`config.mk`:
```
export PLATFORM = sky130hd
export DESIGN_NAME = circularity_scheduler
export DESIGN_NICKNAME = d
export VERILOG_FILES = /design/src/rtl/circ_pkg.sv /design/src/rtl/rr_arbiter.sv /design/src/rtl/circularity_scheduler.sv
export SDC_FILE = /design/constraint.sdc
export NUM_CORES = 1
export LEC_CHECK = 0
export ABC_AREA = 1
export BUFFER_PORTS_ARGS = -buffer_cell sky130_fd_sc_hd__buf_2
export CORE_AREA = 2 2 105 107
export CTS_CLUSTER_SIZE = 25
export DETAILED_ROUTE_END_ITERATION = 6
export DIE_AREA = 0 0 107 109
export PLACE_DENSITY = 0.87
export SYNTH_ARGS = -nofsm -noshare
export SYNTH_HDL_FRONTEND = slang
export SYNTH_SLANG_ARGS = --single-unit
```
`constraint.sdc`:
```
create_clock -name clk_in -period 5.5 [get_ports clk_in]
set_clock_uncertainty 0.1 [all_clocks]
set_input_delay 0.275 -clock clk_in [delete_from_list [all_inputs] [get_ports clk_in]]
set_output_delay 0.275 -clock clk_in [all_outputs]
set_load 0.02 [all_outputs]
```
`src/rtl/circ_pkg.sv`:
```
// Shared types and constants for the circularity scheduler.
package circ_pkg;

  typedef enum logic [1:0] {
    IDLE  = 2'd0,
    ISSUE = 2'd1,
    WAIT  = 2'd2,
    DONE  = 2'd3
  } state_e;

  localparam int unsigned CIRC_MAX = 100;
  localparam int unsigned CIRC_W   = 7;

  // Operand width large enough to hold the full-frame pixel count
  function automatic int unsigned circ_aw(input int unsigned width, input int unsigned height);
    return $clog2(width * height) + 1;
  endfunction

endpackage

```
`src/rtl/rr_arbiter.sv`:
```
// Combinational round-robin arbiter: first request at or after ptr, wrapping.
module rr_arbiter #(
  parameter  int unsigned NUM_REQ = 4,
  localparam int unsigned IDW     = $clog2(NUM_REQ)
) (
  input  logic [NUM_REQ-1:0] req,
  input  logic [IDW-1:0]     ptr,
  output logic [NUM_REQ-1:0] gnt_c,
  output logic [IDW-1:0]     id_c,
  output logic               any_c
);

  always_comb begin
    logic [IDW-1:0] idx;
    gnt_c = '0;
    id_c  = '0;
    any_c = 1'b0;
    idx   = '0;
    for (int unsigned i = 0; i < NUM_REQ; i++) begin
      idx = IDW'((32'(ptr) + i) % NUM_REQ);
      if (!any_c && req[idx]) begin
        any_c      = 1'b1;
        gnt_c[idx] = 1'b1;
        id_c       = idx;
      end
    end
  end

endmodule

```
`src/rtl/circularity_scheduler.sv`:
```
// Shares one external circularity unit between NUM_REQ blob trackers and
// tracks the roundest good blob of the current frame.
module circularity_scheduler
  import circ_pkg::*;
#(
  parameter  int unsigned NUM_REQ = 4,
  parameter  int unsigned WIDTH   = 180,
  parameter  int unsigned HEIGHT  = 320,
  parameter  int unsigned TIMEOUT = 63,
  localparam int unsigned AW      = circ_aw(WIDTH, HEIGHT),
  localparam int unsigned IDW     = $clog2(NUM_REQ)
) (
  input  logic                  clk_in,
  input  logic                  rst_n_in,
  input  logic [NUM_REQ-1:0]    req_valid_in,
  input  logic [NUM_REQ*AW-1:0] req_area_in,
  input  logic [NUM_REQ*AW-1:0] req_perim_in,
  output logic [NUM_REQ-1:0]    req_ready_out,
  output logic [AW-1:0]         circ_area_out,
  output logic [AW-1:0]         circ_perim_out,
  output logic                  circ_valid_out,
  input  logic                  circ_busy_in,
  input  logic                  circ_valid_in,
  input  logic [AW-1:0]         circ_result_in,
  output logic                  res_valid_out,
  output logic [IDW-1:0]        res_id_out,
  output logic [CIRC_W-1:0]     res_circ_out,
  output logic                  res_err_out,
  input  logic                  frame_start_in,
  output logic                  best_valid_out,
  output logic [IDW-1:0]        best_id_out,
  output logic [CIRC_W-1:0]     best_circ_out
);

  localparam int unsigned TW = $clog2(TIMEOUT + 1);
  // Last WAIT cycle that can still accept a result; the error then lands TIMEOUT cycles after the start pulse
  localparam logic [TW-1:0] TMO_LAST = TW'(TIMEOUT - 2);

  state_e              state_q, state_d;
  logic [IDW-1:0]      rr_ptr_q, rr_ptr_d;
  logic [TW-1:0]       timer_q, timer_d;
  logic [IDW-1:0]      id_q, id_d;
  logic [CIRC_W-1:0]   circ_q, circ_d;
  logic                err_q, err_d;

  logic [NUM_REQ-1:0]  ready_d;
  logic [AW-1:0]       area_d, perim_d;
  logic                circ_valid_d, res_valid_d, res_err_d;
  logic [IDW-1:0]      res_id_d, best_id_d;
  logic [CIRC_W-1:0]   res_circ_d, best_circ_d;
  logic                best_valid_d;

  logic [NUM_REQ-1:0]  gnt_c;
  logic [IDW-1:0]      gid_c;
  logic                any_c;
  logic [AW-1:0]       area_a  [NUM_REQ];
  logic [AW-1:0]       perim_a [NUM_REQ];

  for (genvar g = 0; g < NUM_REQ; g++) begin : g_unpack
    assign area_a[g]  = req_area_in[g*AW +: AW];
    assign perim_a[g] = req_perim_in[g*AW +: AW];
  end

  rr_arbiter #(.NUM_REQ(NUM_REQ)) u_arb (
    .req   (req_valid_in),
    .ptr   (rr_ptr_q),
    .gnt_c (gnt_c),
    .id_c  (gid_c),
    .any_c (any_c)
  );

  // Next-state, datapath and registered-output decisions
  always_comb begin
    state_d      = state_q;
    rr_ptr_d     = rr_ptr_q;
    timer_d      = timer_q;
    id_d         = id_q;
    circ_d       = circ_q;
    err_d        = err_q;
    ready_d      = '0;
    area_d       = circ_area_out;
    perim_d      = circ_perim_out;
    circ_valid_d = 1'b0;
    res_valid_d  = 1'b0;
    res_id_d     = res_id_out;
    res_circ_d   = res_circ_out;
    res_err_d    = res_err_out;
    best_valid_d = best_valid_out;
    best_id_d    = best_id_out;
    best_circ_d  = best_circ_out;

    if (frame_start_in) begin
      best_valid_d = 1'b0;
      best_id_d    = '0;
      best_circ_d  = '0;
    end

    case (state_q)
      IDLE: begin
        if (any_c) begin
          ready_d  = gnt_c;
          id_d     = gid_c;
          area_d   = area_a[gid_c];
          perim_d  = perim_a[gid_c];
          rr_ptr_d = (gid_c == IDW'(NUM_REQ - 1)) ? '0 : gid_c + IDW'(1);
          if (area_a[gid_c] == '0 || perim_a[gid_c] == '0) begin
            err_d   = 1'b1;
            circ_d  = '0;
            state_d = DONE;
          end else begin
            state_d = ISSUE;
          end
        end
      end
      ISSUE: begin
        if (!circ_busy_in) begin
          circ_valid_d = 1'b1;
          timer_d      = '0;
          state_d      = WAIT;
        end
      end
      WAIT: begin
        if (circ_valid_in) begin
          circ_d  = (circ_result_in > AW'(CIRC_MAX)) ? CIRC_W'(CIRC_MAX) : CIRC_W'(circ_result_in);
          err_d   = 1'b0;
          state_d = DONE;
        end else if (timer_q == TMO_LAST) begin
          circ_d  = '0;
          err_d   = 1'b1;
          state_d = DONE;
        end else begin
          timer_d = timer_q + TW'(1);
        end
      end
      DONE: begin
        res_valid_d = 1'b1;
        res_id_d    = id_q;
        res_circ_d  = circ_q;
        res_err_d   = err_q;
        // Strictly greater keeps the earlier result on a tie
        if (!err_q && (!best_valid_d || circ_q > best_circ_d)) begin
          best_valid_d = 1'b1;
          best_id_d    = id_q;
          best_circ_d  = circ_q;
        end
        state_d = IDLE;
      end
      default: state_d = IDLE;
    endcase
  end

  always_ff @(posedge clk_in or negedge rst_n_in) begin
    if (!rst_n_in) begin
      state_q        <= IDLE;
      rr_ptr_q       <= '0;
      timer_q        <= '0;
      id_q           <= '0;
      circ_q         <= '0;
      err_q          <= 1'b0;
      req_ready_out  <= '0;
      circ_area_out  <= '0;
      circ_perim_out <= '0;
      circ_valid_out <= 1'b0;
      res_valid_out  <= 1'b0;
      res_id_out     <= '0;
      res_circ_out   <= '0;
      res_err_out    <= 1'b0;
      best_valid_out <= 1'b0;
      best_id_out    <= '0;
      best_circ_out  <= '0;
    end else begin
      state_q        <= state_d;
      rr_ptr_q       <= rr_ptr_d;
      timer_q        <= timer_d;
      id_q           <= id_d;
      circ_q         <= circ_d;
      err_q          <= err_d;
      req_ready_out  <= ready_d;
      circ_area_out  <= area_d;
      circ_perim_out <= perim_d;
      circ_valid_out <= circ_valid_d;
      res_valid_out  <= res_valid_d;
      res_id_out     <= res_id_d;
      res_circ_out   <= res_circ_d;
      res_err_out    <= res_err_d;
      best_valid_out <= best_valid_d;
      best_id_out    <= best_id_d;
      best_circ_out  <= best_circ_d;
    end
  end

endmodule

```
# Word-level counts from Yosys, hierarchy flattened
# Cells that the tools add are included.
[word_totals]
in_bits = 162
mem_bits_ro = 0
latch_bits = 0
ramBits = 0
memories = 0
elab_cells = 142
output_inout_bits = 60
ff_bits = 80
[op_classes]
shifts = 0
mux = 70
div = 0
addsub = 5
reduce_logical = 24
n_eq_ne = 11
bitwise = 4
order_cmp = 11
n_mul = 0
[ops]
columns = ["op", "count"]
rows = [
  ["$bmux 17 s2", 2],
  ["$mux 17", 4],
  ["$mux 7", 8],
  ["$logic_not 17->1", 2],
  ["$mux 2", 13],
  ["$mux 4", 6],
  ["$mux 1", 22],
  ["$mux 6", 3],
  ["$gt 17x7->1 const B", 1],
  ["$pmux 7 s2", 1],
  ["$lt 2x3->1 const B", 4],
  ["$or 4x4->4", 3],
  ["$pmux 6 s2", 1],
  ["$ne 2x2->1 const B", 5],
  ["$bmux 1 s2", 4],
  ["$demux 1 s2", 4],
  ["$ge 2x1->1 const B", 4],
  ["$logic_and 1x1->1", 8],
  ["$pmux 2 s4", 1],
  ["$reduce_and 4->1", 2],
  ["$gt 7x7->1", 1],
  ["$add 6x1->6 const B", 1],
  ["$eq 2x2->1 const B", 3],
  ["$eq 6x6->1 const B", 1],
  ["other kinds (13)", 21],
]

# Depth between registers and ports, before layout
[logic_depth]
depth_word = 21
depth_mapped = 22

# Cells and area by module
# A second synthesis with hierarchy kept.
[unflattened]
hier_cells = 728
hier_area_um2 = 5039.8
[modules_own_cells]
columns = ["module", "cells_each", "n_inst", "area_each_um2"]
rows = [
  ["circularity_scheduler", 654, 1, 4599.4],
  ["rr_arbiter", 74, 1, 440.4],
]

# Least setup slack after synthesis
# No wires, ideal clock.
[synth_timing]
path_type = "reg-to-reg"
startpoint = "register rr_ptr_q[1]"
endpoint = "register circ_q[1]"
arrival_ns = 2.625
setup_ns = 0.117
required_ns = 5.283
path_stages_with_launch = 22
synth_period_minus_slack_ns = 2.842
setup_slack_ns = 2.658
path_cell_list = "dfrtp_1 -> inv_1 -> ha_1 -> inv_1 -> nand3_1 -> nand2_2 -> nor2_2 -> nor2_2 -> nand2_4 -> nand2_4 -> buf_2 -> nand2_1 -> nand3_1 -> nand2_1 -> nor2_1 -> nand2_1 -> nor2_1 -> nand3_1 -> nand3_4 -> nand2_4 -> nand2_1 -> nand2_1"
[synth_via]
elab_chain_cells = 20
elab_cells_between_ends = 38
[synth_lines]
columns = ["element", "line_no", "rtl"]
rows = [
  ["from (decl)", "circularity_scheduler.sv:40", "logic [IDW-1:0] rr_ptr_q, rr_ptr_d;"],
  ["from (signal assigned)", "circularity_scheduler.sv:173", "rr_ptr_q <= rr_ptr_d;"],
  ["parallel branches: the longest is 19 deep, another holds $add 2x1->2", "--", ""],
  ["$reduce_and 4->1 (no source line) *", "--", ""],
  ["to (signal assigned)", "circularity_scheduler.sv:176", "circ_q <= circ_d;"],
  ["to (decl)", "circularity_scheduler.sv:43", "logic [CIRC_W-1:0] circ_q, circ_d;"],
]
# Mark *: on every way between the ends. The select of a mux whose other input is x is not followed.
# A chain may end at the register's enable or synchronous reset.

# Worst setup path after layout
[layout_timing]
startpoint = "register rr_ptr_q[0]"
endpoint = "register circ_q[1]"
# The elaborated chain is that of the path after synthesis.

==> flow_metrics.env <==
export IMPL_final_cell_mix="251 x nand2_1, 220 x buf_2, 107 x nand3_1, 93 x inv_1, 80 x dfrtp_1"
export IMPL_swShare_pct=56.3
export IMPL_tns_ns=0
export IMPL_vdd_ir_drop_worst_mv=0.396
export IMPL_syn_area_sq_um=5480
export IMPL_cts_tree="done"
export IMPL_vias=5974
export IMPL_synth_nets=978
export IMPL_min_period_ns=4.55
export IMPL_die_area_sq_um=11700
export IMPL_cts_clk_slew_worst_paths_ns=0.10
export IMPL_nets=1178
export IMPL_clkPwrFrac_pct=8.6
export IMPL_start_util_pct=51.7
export IMPL_grt_pass1_vias=5501
export IMPL_slew_headroom_pct=26.5
export IMPL_first_pass_iters=5
export IMPL_ys_seq_area_share_pct=36.5
export IMPL_status="complete, but fails checks"
export IMPL_rsz0062_at_grt="false"
export IMPL_postLayoutCellArea_sq_um=6760
export IMPL_cp_max_fo=71
export IMPL_dp_hpwl_um=11900
export IMPL_power_leakage_nw=3.89
export IMPL_ant_nets=0
export IMPL_io_buffers=221
export IMPL_io_pins=222
export IMPL_die_x_um=107
export IMPL_setup_viol_count_final=0
export IMPL_timing_rr_end="circ_q[1]$_DFFE_PN0P_"
export IMPL_p_int_mw=2.01
export IMPL_grt_max_degree=81
export IMPL_yosys_warnings=0
export IMPL_wl_per_cell_um=13.7
export IMPL_hold_viol=16
export IMPL_tightest_slew_ns=1.10
export IMPL_antenna_found_initial=1
export IMPL_n_antenna_cell=0
export IMPL_drc=0
export IMPL_routed_wl_um=15600
export IMPL_area_delta_synth_final_pct=23.3
export IMPL_ys_ff_latch=80
export IMPL_viasPerCell=5.24
export IMPL_grt_pass1_wl_um=25000
export IMPL_pwr_share_comb_pct=70.0
export IMPL_die_height_um=109
export IMPL_arrival_ns=4.69
export IMPL_cp_required_ns=5.64
export IMPL_fmax_mhz=220
export IMPL_hold_class="primary input to asynchronous set/reset pin"
export IMPL_core_area_sq_um=10600
export IMPL_initialDrtViolationCount=307
export IMPL_cts_buffers=9
export IMPL_postCtsSetupBuffers=0
export IMPL_worst_setup_path_start_kind="register"
export IMPL_violations="hold timing"
export IMPL_final_common_cell="nand2_1"
export IMPL_insertion_delay_ns=0.35
export IMPL_synth_top_area_share_pct=36.5
export IMPL_gp_congestion=0.885
export IMPL_synth_area_leader_cell="dfrtp_1"
export IMPL_whs_ns=-0.0120
export IMPL_cts_max_path_buffers=2
export IMPL_drive_gt1_share_pct=26.3
export IMPL_period_share_pct=82.7
export IMPL_cts_sinks=80
export IMPL_end_kind="register"
export IMPL_drv_cap=0
export IMPL_cts_hold_buffers=0
export IMPL_synth_ff_type="dfrtp_1"
export IMPL_postSynthAreaPerCell_sq_um=6.89
export IMPL_syn_inst=795
export IMPL_finalMaxSlewViolations=0
export IMPL_r2r_start="rr_ptr_q[0]$_DFFE_PN0P_"
export IMPL_ys_types=39
export IMPL_total_power_mw=4.61
export IMPL_num_fill_cells=1008
export IMPL_rrSetupSlack_ns=0.95
export IMPL_seqPwrFrac_pct=21.4
export IMPL_cts_root_buf="clkbuf_8"
export IMPL_grt_overflow=0
export IMPL_synth_edf_count=0
export IMPL_synthTopCellsByArea="dfrtp_1 37%, nand2_1 17%, nand3_1 9.8%"
export IMPL_postCtsResizedCells=0
export IMPL_r2r_cells=21
export IMPL_async_flop_share_pct=100
export IMPL_placed_area_sq_um=6580
export IMPL_row_count=38
export IMPL_htreeDepth=3
export IMPL_p_switching_mw=2.60
export IMPL_powerDensity_nw_per_um2=682
export IMPL_critPathKind="register to register"
export IMPL_grt_util_all_layers_pct=26.7
## worst max path at each step
stage,startpoint,to,slack (ns)
after floorplan,rr_ptr_q[1]$_DFFE_PN0P_,circ_q[1]$_DFFE_PN0P_,2.66
after global placement,rr_ptr_q[0]$_DFFE_PN0P_,circ_q[5]$_DFFE_PN0P_,1.16
after detailed placement,rr_ptr_q[0]$_DFFE_PN0P_,circ_q[4]$_DFFE_PN0P_,1.05
after CTS,rr_ptr_q[0]$_DFFE_PN0P_,circ_q[1]$_DFFE_PN0P_,1.01
after global routing,rr_ptr_q[0]$_DFFE_PN0P_,circ_q[1]$_DFFE_PN0P_,0.46
final,rr_ptr_q[0]$_DFFE_PN0P_,circ_q[1]$_DFFE_PN0P_,0.95
## through the flow
step / worst slack (ns) / util [%] / hold slack [ns] / std cells
floorplan: 2.66 / - / -0.121 / 795
global placement: 1.16 / 62.0 / 0.350 / 1124
detailed placement: 1.05 / 62.0 / 0.360 / 1124
CTS: 1.01 / 63.7 / 0.0236 / 1140
global route: 0.461 / 63.7 / 0.0388 / 1140
finish: 0.953 / 63.7 / -0.0120 / 1140
## worst max-delay path: stages (launching register included)
cell	delay, ns
dfrtp_1	0.69
inv_2	0.21
ha_1	0.38
inv_1	0.09
nand3_1	0.10
nand2_2	0.12
nor2_2	0.19
nor2_2	0.07
nand2_4	0.37
nand2_4	0.49
inv_4	0.40
nand2_1	0.12
nand3_1	0.10
nand2_1	0.07
nor2_1	0.10
nand2_1	0.06
nor2_1	0.14
nand2_1	0.15
nand3_4	0.17
nand2_4	0.10
nand2_1	0.09
nand2_1	0.05
## power groups by stage
stage	Clock, mW	Combinational [mW]	Sequential, mW
floorplan	0	2.35	1.19
global placement	0	3.16	0.991
detailed placement	0	3.21	0.991
CTS	0.404	3.22	0.983
global route	0.424	3.64	1.01
finish	0.396	3.23	0.985
## cells in the mapped netlist, types with 2 or more instances
cell type and n:
nor3_1 2, nand2_1 251, buf_6 5, nand3b_1 27, inv_1 93, o21ai_0 34
nand2_4 4, buf_4 7, a21oi_1 11, a31oi_1 22, nand4_1 4, o22ai_1 2
ha_1 21, inv_4 2, nand3_2 2, inv_2 2, buf_2 8, nor2_2 4
clkbuf_1 12, o21ai_1 2, nand2_2 5, nor2_1 67, a21oi_2 2, dfrtp_1 80
xor2_1 2, buf_1 3, nand3_1 107, a221oi_1 3
## kinds of logic (layout without fill, tap and decap cells)
group / after synthesis / count (layout) / share of synthesized area [%]
xor+xnor: 2 / 2 / 0.320
simple gates: 478 / 478 / 39.2
compound gates: 80 / 80 / 8.38
fa+ha+maj: 21 / 21 / 4.80
buf+inv: 133 / 338 / 10.6
flops: 80 / 80 / 36.5
mux: 1 / 1 / 0.183
## sequential cells by signal, summed over array words and instances, names as in the netlist, 2 cells and up
| name | flops |
|---|---|
| circ_perim_out | 17 |
| req_ready_out | 4 |
| circ_q | 7 |
| timer_q | 6 |
| id_q | 2 |
| best_id_out | 2 |
| res_id_out | 2 |
| res_circ_out | 7 |
| best_circ_out | 7 |
| circ_area_out | 17 |
| rr_ptr_q | 2 |
| state_q | 2 |
## final cells by class
type | instances | area, sq um | share of cell area [%]
timing repair buffer | 224 | 1130 | 16.7
inverter | 98 | 373 | 5.52
sequential | 80 | 2000 | 29.6
clock inverter | 7 | 53.8 | 0.796
clock buffer | 9 | 124 | 1.83
multi-input combinational | 582 | 2900 | 42.9
tap | 140 | 175 | 2.59
## metal layers
layer / track usage, % / vias up / wire, um
met2: 48.4 / 262 / 7650
met5: 0 / - / 11
met4: 10.2 / 2 / 496
li1: - / 2955 / -
met3: 4.90 / 47 / 1140
met1: 31.5 / 2708 / 6330
Note: power is estimated with default switching activity, not from simulation.
